===== src/rtl/mem_port_arbiter.sv =====
// mem_port_arbiter: shares one single-port memory between the CPU datapath
// and a boot-loader/debug master, one word transaction at a time.
// Flow: IDLE -> ISSUE -> (WAIT x MEM_LAT, reads only) -> ACK -> IDLE.
// Optional macro ARB_RR_EN: round-robin arbitration instead of fixed loader
// priority with a BURST_MAX starvation limit.
//
// Handshake: a requester raises *_req with stable we/adr/wdata and holds them
// until its one-cycle *_ack pulse; it drops req on the edge that ends the ack
// cycle, or keeps it high with new fields to start a back-to-back transaction.
module mem_port_arbiter #(
  parameter int AW        = 32,
  parameter int DW        = 32,
  parameter int MEM_LAT   = 1,
  parameter int BURST_MAX = 8
) (
  input  logic          clk,
  input  logic          reset,
  input  logic          cpu_req,
  input  logic          cpu_we,
  input  logic [AW-1:0] cpu_adr,
  input  logic [DW-1:0] cpu_wdata,
  output logic [DW-1:0] cpu_rdata,
  output logic          cpu_ack,
  output logic          cpu_stall,
  input  logic          ldr_req,
  input  logic          ldr_we,
  input  logic [AW-1:0] ldr_adr,
  input  logic [DW-1:0] ldr_wdata,
  output logic [DW-1:0] ldr_rdata,
  output logic          ldr_ack,
  output logic          mem_en,
  output logic          mem_we,
  output logic [AW-1:0] mem_adr,
  output logic [DW-1:0] mem_wdata,
  input  logic [DW-1:0] mem_rdata,
  output logic          busy,
  output logic          owner,
  output logic [1:0]    dbg_state
);

  typedef enum logic [1:0] {
    S_IDLE  = 2'd0,
    S_ISSUE = 2'd1,
    S_WAIT  = 2'd2,
    S_ACK   = 2'd3
  } state_t;

  localparam int CW = (MEM_LAT > 1) ? $clog2(MEM_LAT) : 1;
  localparam logic [CW-1:0] LAT_M1 = CW'(MEM_LAT - 1);

  state_t        r_state;
  state_t        w_next;
  logic          r_we;
  logic [AW-1:0] r_adr;
  logic [DW-1:0] r_wdata;
  logic [DW-1:0] r_rdata;
  logic [CW-1:0] r_cnt;
  logic          r_owner;
  logic          w_pick_ldr;
  logic          w_grant;

`ifndef ARB_RR_EN
  localparam int SW = $clog2(BURST_MAX + 1);
  logic [SW-1:0] r_starve;
`endif

  assign w_grant = cpu_req | ldr_req;

  // Winner selection for a grant made in IDLE.
  always_comb begin
    w_pick_ldr = 1'b0;
    if (ldr_req && !cpu_req) begin
      w_pick_ldr = 1'b1;
    end else if (ldr_req && cpu_req) begin
`ifdef ARB_RR_EN
      w_pick_ldr = ~r_owner;
`else
      w_pick_ldr = (r_starve < SW'(BURST_MAX));
`endif
    end
  end

  // State register.
  always_ff @(posedge clk or negedge reset) begin
    if (!reset) r_state <= S_IDLE;
    else        r_state <= w_next;
  end

  // Next-state logic.
  always_comb begin
    w_next = r_state;
    case (r_state)
      S_IDLE:  if (w_grant) w_next = S_ISSUE;
      S_ISSUE: w_next = r_we ? S_ACK : S_WAIT;
      S_WAIT:  if (r_cnt == '0) w_next = S_ACK;
      S_ACK:   w_next = S_IDLE;
      default: w_next = S_IDLE;
    endcase
  end

  // Transaction latches, latency counter and read-data capture.
  always_ff @(posedge clk or negedge reset) begin
    if (!reset) begin
      r_we    <= 1'b0;
      r_adr   <= '0;
      r_wdata <= '0;
      r_rdata <= '0;
      r_cnt   <= '0;
      r_owner <= 1'b0;
    end else begin
      case (r_state)
        S_IDLE: begin
          if (w_grant) begin
            r_owner <= w_pick_ldr;
            r_we    <= w_pick_ldr ? ldr_we    : cpu_we;
            r_adr   <= w_pick_ldr ? ldr_adr   : cpu_adr;
            r_wdata <= w_pick_ldr ? ldr_wdata : cpu_wdata;
          end
        end
        S_ISSUE: begin
          if (!r_we) r_cnt <= LAT_M1;
        end
        S_WAIT: begin
          if (r_cnt == '0) r_rdata <= mem_rdata;
          else             r_cnt   <= r_cnt - CW'(1);
        end
        default: begin
        end
      endcase
    end
  end

`ifndef ARB_RR_EN
  // Consecutive loader grants taken while the CPU was kept waiting.
  always_ff @(posedge clk or negedge reset) begin
    if (!reset) begin
      r_starve <= '0;
    end else if (r_state == S_IDLE && w_grant) begin
      if (w_pick_ldr && cpu_req) r_starve <= r_starve + SW'(1);
      else                       r_starve <= '0;
    end
  end
`endif

  // Output decode from state and latched transaction.
  always_comb begin
    mem_en    = (r_state == S_ISSUE);
    mem_we    = r_we;
    mem_adr   = r_adr;
    mem_wdata = r_wdata;
    cpu_ack   = (r_state == S_ACK) && !r_owner;
    ldr_ack   = (r_state == S_ACK) &&  r_owner;
    cpu_rdata = cpu_ack ? r_rdata : '0;
    ldr_rdata = ldr_ack ? r_rdata : '0;
    cpu_stall = cpu_req & ~cpu_ack;
    busy      = (r_state != S_IDLE);
    owner     = r_owner;
    dbg_state = r_state;
  end

endmodule


===== config.mk =====
export PLATFORM = sky130hd
export DESIGN_NAME = mem_port_arbiter
export DESIGN_NICKNAME = d
export VERILOG_FILES = /design/src/rtl/mem_port_arbiter.sv
export SDC_FILE = /design/constraint.sdc
export NUM_CORES = 1
export LEC_CHECK = 0
export CORE_MARGIN = 10
export CORE_UTILIZATION = 30
export DETAILED_ROUTE_END_ITERATION = 16
export GPL_ROUTABILITY_DRIVEN = 0
export PLACE_DENSITY = 0.67
export SYNTH_ARGS = -nofsm -noshare
export SYNTH_HDL_FRONTEND = slang
export SYNTH_SLANG_ARGS = --single-unit

===== constraint.sdc =====
create_clock -name clk -period 1.4 [get_ports clk]
set_input_delay 0.28 -clock clk [delete_from_list [all_inputs] [get_ports clk]]
set_output_delay 0.28 -clock clk [all_outputs]
set_load 0.02 [all_outputs]

==> impl_metrics.ini, run 1 <==
[global_routing]
antenna_found_initial = 1
use_met1 = 0.218
grt_use_met3 = 0.0864
grt_max_degree = 40
grt_usage = 0.191
grt_pass1_wl_um = 32700
busiest_layer = met2
grt_overflow = 0
grt_pass1_vias = 5318
use_met2 = 0.310

[timing]
setup_viol = 174
period_minus_slack_ns = 1.80
fin_skew_ns = 0.0116
fin_setup_tns_ns = -47.40
slew_viol_final = 0
setup_slack_ns = -0.404
period_share = 1.29
worst_pin_slew_ns = 0.291
rsz0062_at_grt = true
fmax_ghz = 0.554
max_slew_margin = 0.805
hold_slack_ns = 0.360
hold_viol = 0

[clock_network]
clock_sinks = 104
clkLatencyLatePin_ns = 0.35
cts_inserted_buffers = 9
h-tree-depth = 3
ctsLongestPathBuffers = 2
cts_root_buf = clkbuf_16
cts_tree = done
clkTransAtPathRegs_ns = 0.07

[drt]
drt-initial-drc-count = 208
wl_um = 22300
vias = 5201
wl_per_cell_um = 20.4
dr.pass1.iters = 4
postRouteAntennaNets = 0
viasPerCell = 4.75
post-route-drc-count = 0

[layout]
finalNonFillerCells = 1094
fill_cells = 1444
area_growth_pct = 87.7
fin_nets = 1041
drive_gt1_frac = 0.312
antennaDiodeCount = 0

[critical_path]
r2r_cells = 10
critPathLaunch = dbg_state[1]
criticalPathCategory = reg -> out
cp_data_arrival_time_ns = 1.52
reg2reg_from = dbg_state[1]
crit_end = cpu_rdata[27]
critPathRequiredTime_ns = 1.12
r2r_end = mem_we
r2r_setup_slack_ns = -0.28
path_max_fanout = 7
cp-start-kind = flip-flop
endpoint_kind = primary output

[synth]
yosys-top-cells-area = dfrtp_1 51%, a21oi_1 12%, mux2_2 5.6%
synth_top_area_frac = 0.513
synth.most_common_cell = a21oi_1
avgSynthCellArea_um2 = 9.40
yosysSeqAreaShare = 0.513
synth_warnings = 0
yosysTopAreaCell = dfrtp_1
ys.flop_type = dfrtp_1
synth.distinct_cells = 30
synth.cell_area_um2 = 5070
async_flop_share = 1.00
synth-seq-cells = 104
synth-edff-count = 0
synthTopCellsByCount = 124 x a21oi_1, 104 x dfrtp_1, 72 x nand2_1, 65 x nor2_1, 33 x and2_1
syn_nets = 711
synthCells = 539

[floorplanning]
chipWidth_um = 150
dieArea_um2 = 22500
ios = 303
start_util = 0.306
die_h_um = 150
core_um2 = 16600
rows = 47

[pwr]
total_power_w = 0.0206
p_per_area_nw_per_um2 = 2160
ir_worst_vdd_uv = 926
leakage_nw = 4.23

[place]
placed_cells = 1046
place_ws_ns = -0.767
port_buffers = 302
dp_hpwl_um = 15300

[worst_hold_path]
hold_path.class = in -> async

[flow_run]
drv_cap = 0

[outcome]
violations = setup timing
status = finished with violations
worst max-delay path, cell delays in order (launching register included):
cell,delay (ns)
dfrtp_2,0.42
ha_4,0.20
and2b_2,0.27
and2_4,0.16
buf_6,0.12
sequential cells by signal (all words and copies together) (netlist names):
signal and cells:
r_rdata 32, mem_wdata 32, owner 1, r_starve 4, mem_adr 32, dbg_state 2
mem_we 1
layer usage:
metal	wire length (um)	up-vias
met5	13	-
met4	501	2
met3	2710	27
met2	10300	259
met1	8840	2428
li1	-	2485
layout by cell type (no fill, tap or decap), drive strengths merged:
| master | instances |
|---|---|
| clkbuf | 16 |
| clkdlybuf4s50 | 164 |
| nand2 | 72 |
| and2 | 33 |
| dlygate4sd2 | 51 |
| bufbuf | 4 |
| clkdlybuf4s15 | 11 |
| a21bo | 1 |
| nor2b | 2 |
| buf | 121 |
| a211oi | 1 |
| nand3 | 1 |
| inv | 4 |
| a21boi | 1 |
| bufinv | 1 |
| a22oi | 1 |
| and3 | 32 |
| or3 | 1 |
| o21a | 1 |
| o31ai | 1 |
| and2b | 6 |
| dlygate4sd3 | 1 |
| a21oi | 130 |
| or3b | 1 |
| clkinv | 2 |
| o21ai | 7 |
| mux2i | 1 |
| mux2 | 32 |
| dfrtp | 104 |
| nor2 | 65 |
| ha | 6 |
logic make-up (layout without fill, tap and decap cells):
| kind of cell | count (synthesis) | after routing | share of synthesized area |
|---|---|---|---|
| mux | 33 | 33 | 0.0731 |
| buf+inv | 45 | 375 | 0.0585 |
| fa+ha+maj | 6 | 6 | 0.0148 |
| simple gates | 208 | 213 | 0.190 |
| compound gates | 143 | 143 | 0.151 |
| flops | 104 | 104 | 0.513 |
cell type report:
| type | instances | area, um2 | area share |
|---|---|---|---|
| Timing Repair Buffer | 355 | 3820 | 0.401 |
| Sequential cell | 104 | 2610 | 0.274 |
| Multi-Input combinational cell | 395 | 2490 | 0.262 |
| Tap cell | 220 | 275 | 0.0289 |
| Clock buffer | 13 | 260 | 0.0274 |
| Clock inverter | 3 | 40.0 | 0.00421 |
| Inverter | 4 | 20.0 | 0.00210 |
worst min path at each step:
stage                               to  cells past startpoint  startpoint  slack [ns]
after global placement     mem_adr[31]                      1       reset        0.18
after detailed placement  mem_wdata[7]                      1       reset        0.18
after global routing      mem_wdata[7]                      2       reset        0.38
final                     mem_wdata[7]                      2       reset        0.36
after CTS                 mem_wdata[7]                      2       reset        0.36
after floorplan           dbg_state[0]                      0       reset       -0.02
repair_timing:
item / CTS / global route
cloned: 18 / 0
pin swaps: 8 / 3
buffers inserted: 10 / 4
hold buffers: 1 / 0
hold endpoints to repair: 15 / 0
endpoints found under the setup margin: 241 / 188
resized for setup: 474 / 68
per-stage QoR:
step	instance area, um2	util
global placement	8530	0.514
CTS	9320	0.562
detailed placement	8530	0.514
floorplan	5280	-
global route	9510	0.574
finish	9510	0.574
report_power, final:
part	internal, W	switching, W
registers	0.00455	0.00107
clock network	0.00148	0.00112
logic	0.00621	0.00613
total	0.0122	0.00831
No activity file was read; power rests on OpenSTA's default activity.
==> run 2: changes to the inputs <==
Settings changed: CAP_MARGIN set to 20.
==> results of run 2 <==
Final layout, timing and power as in run 1 (identical DEF).
